File: src/rtl/fifo9_tx_arbiter.sv
// fifo9_tx_arbiter: round-robin arbiter joining two 9-bit frame FIFOs onto one GMII transmit path,
// with stray-terminator flushing, a forced inter-frame gap, per-port frame counters and underrun flagging.
module fifo9_tx_arbiter #(
    parameter int IFG_CYCLES = 12
) (
    input  logic        gmii_tx_clk,
    input  logic        sys_rst_n,
    input  logic [8:0]  dout0,
    input  logic [8:0]  dout1,
    input  logic        empty0,
    input  logic        empty1,
    output logic        rd_en0,
    output logic        rd_en1,
    input  logic [1:0]  port_en,
    output logic [8:0]  dout,
    output logic        empty,
    input  logic        rd_en,
    output logic [1:0]  grant,
    output logic [15:0] frame_cnt0,
    output logic [15:0] frame_cnt1,
    output logic        underrun
);
    typedef enum logic [1:0] {IDLE, GRANT, IFG} state_t;
    state_t      state_q, state_d;
    logic [1:0]  grant_q, grant_d;
    logic        last_q, last_d, armed_q, armed_d;
    logic [7:0]  gap_q, gap_d;
    logic [15:0] cnt0_q, cnt0_d, cnt1_q, cnt1_d;
    logic [1:0]  elig;
    logic        sel, src_empty, pop, pick1, flush0;
    logic [8:0]  src_dout;

    assign elig       = port_en & {~empty1 & dout1[8], ~empty0 & dout0[8]};
    assign sel        = grant_q[1];
    assign src_dout   = sel ? dout1 : dout0;
    assign src_empty  = sel ? empty1 : empty0;
    assign pop        = rd_en & ~src_empty;
    assign pick1      = elig[1] & (~elig[0] | ~last_q);
    assign flush0     = port_en[0] & ~empty0 & ~dout0[8];
    assign grant      = grant_q;
    assign frame_cnt0 = cnt0_q;
    assign frame_cnt1 = cnt1_q;

    always_comb begin
        state_d  = state_q;
        grant_d  = grant_q;
        last_d   = last_q;
        armed_d  = armed_q;
        gap_d    = gap_q;
        cnt0_d   = cnt0_q;
        cnt1_d   = cnt1_q;
        rd_en0   = 1'b0;
        rd_en1   = 1'b0;
        dout     = 9'h000;
        empty    = 1'b1;
        underrun = 1'b0;
        case (state_q)
            IDLE: begin
                // port 1 flush waits a cycle if port 0 is flushing, keeping pops one-hot
                rd_en0 = flush0;
                rd_en1 = port_en[1] & ~empty1 & ~dout1[8] & ~flush0;
                if (|elig) begin
                    state_d = GRANT;
                    grant_d = pick1 ? 2'b10 : 2'b01;
                    last_d  = pick1;
                    armed_d = 1'b1;
                end
            end
            GRANT: begin
                dout     = src_dout;
                empty    = src_empty;
                rd_en0   = pop & ~sel;
                rd_en1   = pop & sel;
                underrun = rd_en & src_empty & armed_q;
                armed_d  = armed_q & ~underrun;
                if (pop && !src_dout[8]) begin
                    state_d = IFG;
                    grant_d = 2'b00;
                    gap_d   = 8'(IFG_CYCLES);
                    cnt0_d  = cnt0_q + {15'd0, ~sel};
                    cnt1_d  = cnt1_q + {15'd0, sel};
                end
            end
            IFG: begin
                gap_d = gap_q - 8'd1;
                if (gap_q <= 8'd1) state_d = IDLE;
            end
            default: state_d = IDLE;
        endcase
    end

    always_ff @(posedge gmii_tx_clk or negedge sys_rst_n) begin
        if (!sys_rst_n) begin
            state_q <= IDLE;
            grant_q <= 2'b00;
            last_q  <= 1'b1;
            armed_q <= 1'b0;
            gap_q   <= 8'd0;
            cnt0_q  <= 16'h0000;
            cnt1_q  <= 16'h0000;
        end else begin
            state_q <= state_d;
            grant_q <= grant_d;
            last_q  <= last_d;
            armed_q <= armed_d;
            gap_q   <= gap_d;
            cnt0_q  <= cnt0_d;
            cnt1_q  <= cnt1_d;
        end
    end
endmodule

File: config.mk
export PLATFORM = sky130hd
export DESIGN_NAME = fifo9_tx_arbiter
export DESIGN_NICKNAME = d
export VERILOG_FILES = /design/src/rtl/fifo9_tx_arbiter.sv
export SDC_FILE = /design/constraint.sdc
export NUM_CORES = 1
export LEC_CHECK = 0
export ABC_AREA = 1
export CAP_MARGIN = 40
export CORE_ASPECT_RATIO = 0.7
export CORE_MARGIN = 2
export CORE_UTILIZATION = 52
export CTS_CLUSTER_SIZE = 12
export DETAILED_ROUTE_END_ITERATION = 8
export GPL_TIMING_DRIVEN = 1
export PLACE_DENSITY = 0.88
export REMOVE_ABC_BUFFERS = 1
export SLEW_MARGIN = 20
export SYNTH_ARGS = -nofsm -noshare
export SYNTH_HDL_FRONTEND = slang
export SYNTH_SLANG_ARGS = --single-unit
File: constraint.sdc
create_clock -name gmii_tx_clk -period 3.1 [get_ports gmii_tx_clk]
set_input_delay 0.62 -clock gmii_tx_clk [delete_from_list [all_inputs] [get_ports gmii_tx_clk]]
set_output_delay 0.62 -clock gmii_tx_clk [all_outputs]
set_load 0.05 [all_outputs]
---- Yosys cells after proc, flatten, opt, wreduce, memory -nomap -nowiden ----
Index checks and enable logic that the tools add are counted.
storage, ports and cells
  register bits after elaboration ......... 46
  latch bits .............................. 0
  memory bits (writable) .................. 0
  ROM bits ................................ 0
  input bits .............................. 25
  output and inout port bits .............. 47
  word-level logic and storage cells ...... 73
  memories kept ........................... 0
cells by class
  add/subtract/negate cells ............... 3
  multiply operators ...................... 0
  div/mod/pow operators ................... 0
  magnitude comparators ................... 1
  equality and inequality tests ........... 5
  shift-type cells ........................ 0
  multiplexer cells ....................... 19
  bitwise logic cells ..................... 26
  reductions and logical operators ........ 12
operators by type and width
  kind                                                  count
  adder 16 x 1 -> 16 bit                                2
  two-way mux 9 bit                                     2
  one-hot mux 8 bit (2 select lines)                    1
  AND 1 bit                                             14
  two-way mux 2 bit                                     6
  NOT 1 bit                                             10
  <= comparator 8 x 1 -> 1 bit (second input constant)  1
  two-way mux 8 bit                                     1
  AND reduction 2 bit                                   4
  subtractor 8 x 1 -> 8 bit (second input constant)     1
  inequality test 2 bit (second input constant)         3
  one-hot mux 1 bit (2 select lines)                    3
  one-hot mux 2 bit (3 select lines)                    1
  AND reduction 3 bit                                   2
  two-way mux 1 bit                                     4
  one-hot mux 2 bit (2 select lines)                    1
  nonzero test 2 bit                                    2
  AND 2 bit                                             1
  equality test 2 x 1 -> 1 bit (second input constant)  1
  equality test 2 bit (second input constant)           1
  zero test 2 bit                                       1
  OR reduction 2 bit                                    1
  logical AND 1 bit                                     1
  zero test 1 bit                                       1
  OR 1 bit                                              1

---- Longest topological paths before layout ----
Gate-level depths: netlist (run 1).
  depth in word-level cells ............... 9
  depth in mapped cells ................... 11
  depth with buffers taken out ............ 10

---- Worst setup path before layout (run 1) ----
OpenSTA, ideal clock, no wires.
  path kind ............................... input port to output port
  start ................................... in empty0
  end ..................................... out rd_en1
  arrival ................................. 1,893 ps
  required time ........................... 2,480 ps
  slack ................................... 587 ps
  stages .................................. 4
  path buffers ............................ 0
  path through ............................ inv_1 nand3b_1 nand4_1 o21ai_0
on the way
  word-level cells in the longest chain between the ends .. 6
  elaborated cells on any way between the ends .. 10
  those cells by class .................... mux: 2; bitwise: 8
ends and longest elaborated chain
  item                                  line  text
  start: declaration                    10    input logic empty0,
  NOT 1 bit                             39    assign flush0 = port_en[0] & ~empty0 & ~dout0[8];
  AND 1 bit (2 in series)               39
  NOT 1 bit                             61    rd_en1 = port_en[1] & ~empty1 & ~dout1[8] & ~flush0;
  AND 1 bit                             61
  one-hot mux 1 bit (2 select lines) *  57    case (state_q)
  end: declaration                      13    output logic rd_en1,
Every way passes the cells marked *; elsewhere a longest branch is shown, timed or not.

---- Worst setup path after layout (run 1) ----
  start ................................... reg grant_q[1] (netlist: grant[1])
  end ..................................... out dout[2]
on the way
  word-level cells in the longest chain between the ends .. 2
ends and longest elaborated chain
  item                      line  text
  start: declaration        25    logic [1:0] grant_q, grant_d;
  start signal: assignment  103   grant_q <= grant_d;
  two-way mux 9 bit         35    assign src_dout = sel ? dout1 : dout0;
  two-way mux 9 bit         57
  end: declaration          15    output logic [8:0] dout,
No other way between the ends.

==> summary.txt, run 1 <==
status - finished clean
distinct cell type count after synthesis - 29
f_max - 348 MHz
ranking of synthesized cells by area - dfrtp_1 42%, nand2_1 21%, nor2_1 6.2%
grt total ovfl - 0
CTS Buf Count - 5
Leak - 1.63 nW
crit path cell chain - inv_2, nand2_1, a21oi_1, clkdlybuf4s50_1
die area - 5760 sq um
clock latency on the worst-skew pair - 0.30 ns
Final #Nets - 482
Worst VDD drop - 0.226 mV
clock tree buffer depth - 2
Avg Inst Size Synth - 7.13 sq um
Hold/Removal Path Class - in -> async
Die W - 89.8 um
TritonCTS Sinks - 46
reg2reg start - grant[1]$_DFFE_PN0P_
first-pass GRT wire length - 11200 um
DRT antenna net count - 0
Finished Core Util - 73.7%
Post-Place Setup Slack - 0.318 ns
number of global-route vias before repair - 2469
Final setup viols - 0
Relative slew margins - 61.3%
worst clock skew - 0.00991 ns
initial core utilization - 55.2%
share of the yosys chip area belonging to registers - 43.0%
fillcell total - 378
Synth area leader - dfrtp_1
vias per cell - 5.12
CTS root buf - clkbuf_8
flop2flop setup slack - 0.94 ns
critical path's slowest cell - clkdlybuf4s50_1
crit end category - output port
antenna diode count - 0
area of the multi-input gates - 1350 sq um
CP arrival - 2.25 ns
wire per inst - 12.7 um
crit start category - register
min Tclk post-route - 2.87 ns
DRC - 0
Placer Congestion - 0.898
reg2reg path depth - 7
num rows - 21
# Post-CTS Setup Buffers - 0
Core ar. - 4860 sq um
crit-path max FO - 15
R2R Path End - frame_cnt1[10]$_DFFE_PN0P_
DR iter-0 viols - 148
synthesized cell area - 2680 sq um
Worst-path clk slew - 0.08 ns
post-route setup TNS - 0 ns
largest net degree at the start of global routing - 25
Slew Viols, Final - 0
Synth top area share - 42.0%
P per Cell Area - 311 nW/um^2
final total power - 0.00112 W
# hold bufs at CTS - 0
pin slew with the least headroom to its limit - 0.581 ns
critical path's largest stage delay - 0.85 ns
die height - 64.1 um
area grow syn2layout - 33.6%
1st-pass router iterations - 4
Port Buf Inserts - 71
critical path type - reg -> out
Hold Slack - 0.314 ns
Post-Route WL - 6640 um
H-tree levels - 2
Final Cycle Share - 92.6%
PnR worst setup slack - 0.229 ns
Critical Path RT - 2.48 ns
Post-Syn Instances - 376
initial antenna violation count - 0
CTS tree - yes
hpwl dp - 4960 um
vias post-DR - 2665
endpoints failing hold - 0
Yosys warning total - 0
RSZ-0062 raised after global routing - no
flops & latches, synth - 46
GRT Total Usage - 24.0%
num ports - 72
share of cells above drive strength 1 - 5.53%
post-cts sizing count - 0
max cap viols - 0
flip-flop and latch area - 1150 sq um
==> flip-flops by register name (all words and copies together) (netlist names) <==
signal	cells
frame_cnt1	16
armed_q	1
grant	2
last_q	1
frame_cnt0	16
state_q	2
gap_q	8
==> power by group <==
| group | internal, W | total, W | switching (W) |
|---|---|---|---|
| sequential | 0.000599 | 0.000599 | 0 |
| clock | 0.000263 | 0.000459 | 0.000196 |
| combinational | 0.0000332 | 0.0000575 | 0.0000243 |
| total | 0.000896 | 0.00112 | 0.000220 |
==> critical path, delay by kind of cell, from the launching register on <==
| kind | cells | cell delay (ns) |
|---|---|---|
| buffers and inverters | 2 | 1.13 |
| DFF | 1 | 0.57 |
| AOI/OAI and AO/OA | 1 | 0.17 |
| and+or+nand+nor | 1 | 0.08 |
==> per-layer routing <==
layer  up-vias  track usage [%]  part of all wire [%]
met2        79             40.5                    48
met4         0             7.31                   1.1
met3        11             6.01                   5.7
met1      1242             31.0                    45
met5         -                0                     0
li1       1333                -                     -
==> cells in the mapped netlist <==
master / n
nor2_4: 1
inv_1: 34
clkbuf_1: 2
inv_2: 2
dfrtp_1: 45
nand3b_1: 2
nand3_4: 1
nor2_1: 44
or2_2: 1
nor2_8: 1
and2_1: 2
nand2_1: 150
nor3_1: 4
o21bai_1: 1
buf_2: 2
o2111ai_1: 1
ha_1: 6
xor2_1: 3
xnor2_1: 10
buf_4: 1
dfstp_2: 1
clkinv_1: 1
o21ai_0: 21
nand2_2: 1
nand4_1: 9
a21oi_1: 9
nand3_2: 1
nand3_1: 19
buf_6: 1
==> cell type report <==
class | count | share of cell area, %
multi-input combinational | 287 | 37.8
sequential | 46 | 32.2
timing repair buffer | 74 | 20.5
tap | 69 | 2.41
clock buffer | 7 | 2.41
inverter | 37 | 3.88
clock inverter | 1 | 0.838
==> stage by stage <==
step | std cells | instance area, sq um
final | 521 | 3580
after CTS | 521 | 3580
after floorplan | 370 | 2650
after detailed placement | 513 | 3470
after global routing | 521 | 3580
after global placement | 512 | 3440
==> how the worst max path moves through the flow <==
stage,from,to
floorplan,grant[1]$_DFFE_PN0P_,rd_en1
global placement,dout1[0],dout[0]
detailed placement,dout1[2],dout[2]
CTS,state_q[1]$_DFFE_PN0P_,dout[2]
global route,state_q[1]$_DFFE_PN0P_,dout[2]
finish,grant[1]$_DFFE_PN0P_,dout[2]
==> cell families after synthesis <==
family / Yosys count / synth area share (%)
xor gates and xnor gates: 13 / 4.25
buffers and inverters: 43 / 6.53
DFF: 46 / 43.0
adders and majority gates: 6 / 2.80
AOI/OAI and AO/OA: 32 / 6.21
and+or+nand+nor: 236 / 37.2
==> cells in the final DEF (no fill, tap or decap), types with 2 or more instances in the layout <==
master           count
clkdlybuf4s50_1     65
a21oi_1              9
clkbuf_8             6
inv_1               34
nand3_1             19
nand4_1              9
nand2_1            150
o21ai_0             21
xnor2_1             10
inv_2                2
nor3_1               4
nand3b_1             2
buf_4                7
xor2_1               3
and2_1               2
nor2_1              44
dfrtp_1             45
ha_1                 6
(Power assumes the default switching activity.)
==> run 2, diff against run 1 <==
Settings changed: CELL_PAD_IN_SITES_DETAIL_PLACEMENT set to 1, CELL_PAD_IN_SITES_GLOBAL_PLACEMENT set to 2, CORE_UTILIZATION 52 to 28, PLACE_DENSITY 0.88 to 0.87.
==> run 2 against run 1 <==
Routed wire length is 22% higher. Fmax up 0.44%. Final area grew 2.7%. Global-route usage down 7.4 points. Clock power grew 13%. Die area is 80% higher. Critical path type unchanged. Via count is 0.98% lower.
==> summary.txt, run 2 (same netlist as run 1, synthesis figures left out) <==
post-route setup TNS - 0 ns (unchanged)
Post-Place Setup Slack - 0.316 ns (-0.00165 ns)
most frequent cells in the layout - 150 x nand2_1, 62 x clkdlybuf4s50_1, 45 x dfrtp_1
Die W - 121 um (+35%)
crit end category - output port
critical path's largest stage delay - 0.83 ns (-0.02 ns)
Worst-path clk slew - 0.06 ns (-0.02 ns)
vias post-DR - 2639 (-0.98%)
max cap viols - 0 (unchanged)
status - finished clean
fillcell total - 1155 (+210%)
# hold bufs at CTS - 0 (unchanged)
Hold/Removal Path Class - in -> async
RSZ-0062 raised after global routing - no
CTS root buf - clkbuf_16
R2R Path End - frame_cnt1[10]$_DFFE_PN0P_
wire per inst - 14.1 um (+11%)
CP top delay family - buffers and inverters
critical path type - reg -> out
clock tree buffer depth - 2 (unchanged)
grt total ovfl - 0 (unchanged)
reg2reg path depth - 7 (unchanged)
GRT Total Usage - 16.7% (-7.4 points)
H-tree levels - 2 (unchanged)
vias per cell - 4.59 (-10%)
commonest non-fill, non-tap cell in the layout - nand2_1
crit path cell chain - nor2_4, clkinv_1, a21oi_1, clkdlybuf4s50_1
post-cts sizing count - 0 (unchanged)
die area - 10400 sq um (+80%)
min Tclk post-route - 2.86 ns (-0.0127 ns)
f_max - 350 MHz (+0.44%)
1st-pass router iterations - 4 (unchanged)
# Post-CTS Setup Buffers - 0 (unchanged)
Leak - 1.64 nW (+0.73%)
reg2reg start - grant[1]$_DFFE_PN0P_
flop2flop setup slack - 0.91 ns (-0.03 ns)
num rows - 29 (+38%)
CP arrival - 2.24 ns (about the same)
Relative slew margins - 62.1% (+0.78 points)
Critical Path RT - 2.48 ns (about the same)
DRT antenna net count - 0 (unchanged)
crit start category - register
pin slew with the least headroom to its limit - 0.569 ns (-0.0117 ns)
crit-path max FO - 9 (-6)
largest net degree at the start of global routing - 29 (+16%)
area grow syn2layout - 37.2%
Core ar. - 9180 sq um (+89%)
critical path's slowest cell - clkdlybuf4s50_1
Port Buf Inserts - 71 (unchanged)
P per Cell Area - 320 nW/um^2 (+2.7%)
number of global-route vias before repair - 2735 (+11%)
flip-flop and latch area - 1150 sq um (unchanged)
antenna diode count - 0 (unchanged)
CTS tree - yes
Slew Viols, Final - 0 (unchanged)
count of buffer and inverter cells on the critical path - 2 (unchanged)
initial core utilization - 29.2% (-26 points)
Final #Nets - 482 (unchanged)
endpoints failing hold - 0 (unchanged)
hpwl dp - 6200 um (+25%)
area of the multi-input gates - 1350 sq um (unchanged)
CTS Buf Count - 5 (unchanged)
num ports - 72 (unchanged)
Worst VDD drop - 0.192 mV (-15%)
share of cells above drive strength 1 - 5.76% (+0.23 points)
Placer Congestion - 0.764 (-15%)
DRC - 0 (unchanged)
Final Cycle Share - 92.2% (-0.41 points)
TritonCTS Sinks - 46 (unchanged)
first-pass GRT wire length - 13700 um (+23%)
PnR worst setup slack - 0.241 ns (+0.0127 ns)
DR iter-0 viols - 100 (-32%)
Finished Core Util - 40.1% (-34 points)
die height - 85.9 um (+34%)
worst clock skew - 0.00421 ns (-0.00570 ns)
clock latency on the worst-skew pair - 0.29 ns (about the same)
Post-Route WL - 8130 um (+22%)
initial antenna violation count - 0 (unchanged)
Final setup viols - 0 (unchanged)
==> run 2: cell count changes in the layout (fill, tap and decap cells not counted) <==
| cell | before | now |
|---|---|---|
| buf_12 | 0 | 3 |
| buf_16 | 1 | 0 |
| buf_4 | 7 | 8 |
| bufinv_16 | 1 | 0 |
| clkbuf_1 | 1 | 2 |
| clkbuf_16 | 0 | 5 |
| clkbuf_8 | 6 | 0 |
| clkdlybuf4s50_1 | 65 | 62 |
==> run 2: per-layer routing <==
| metal | wire length (um) | track usage (%) | share of wire [%] |
|---|---|---|---|
| met5 | 0 | 0 | 0 |
| met3 | 268 | 3.13 | 3.3 |
| met1 | 4090 | 23.6 | 50 |
| met2 | 3690 | 26.3 | 45 |
| met4 | 79 | 4.23 | 0.97 |
==> run 2: worst max-delay path by stage <==
stage,startpoint,slack [ns],cells past startpoint,endpoint
6_report,state_q[1]$_DFFE_PN0P_,0.24,4,dout[3]
5_1_grt,state_q[1]$_DFFE_PN0P_,0.08,4,dout[3]
4_1_cts,state_q[1]$_DFFE_PN0P_,0.19,4,dout[3]
3_5_place_dp,dout1[3],0.32,4,dout[3]
3_3_place_gp,dout1[2],0.38,4,dout[2]
2_1_floorplan,grant[1]$_DFFE_PN0P_,0.49,6,rd_en1
==> run 2: final cells by class <==
type	instances	area share (%)
multi-input cells	287	36.8
flip-flops and latches	46	31.3
repair buffers	74	20.3
well taps	124	4.22
inverters	37	3.78
clock buffers	7	3.61
==> run 2: where the power goes <==
part	switching [W]	leakage, nW	total, W	internal, W
clock	0.000225	0.0640	0.000520	0.000296
sequential	0	0.583	0.000600	0.000600
combinational	0.0000248	0.991	0.0000553	0.0000305
total	0.000249	1.64	0.00118	0.000926
==> run 2: metrics by stage <==
step / hold slack, ns / total power [W] / cells / area [sq um]
finish: 0.325 / 0.00118 / 575 / 3680
detailed placement: 0.476 / 0.000668 / 568 / 3550
global route: 0.369 / 0.00123 / 575 / 3680
floorplan: 0.324 / 0.000621 / 370 / 2650
CTS: 0.347 / 0.00120 / 575 / 3680
global placement: 0.456 / 0.000667 / 568 / 3550
==> run 3, diff against run 2 <==
Settings changed: SLEW_MARGIN 20 to unset.
==> results of run 3 <==
No change in the layout: final DEF, timing and power equal those of run 2.
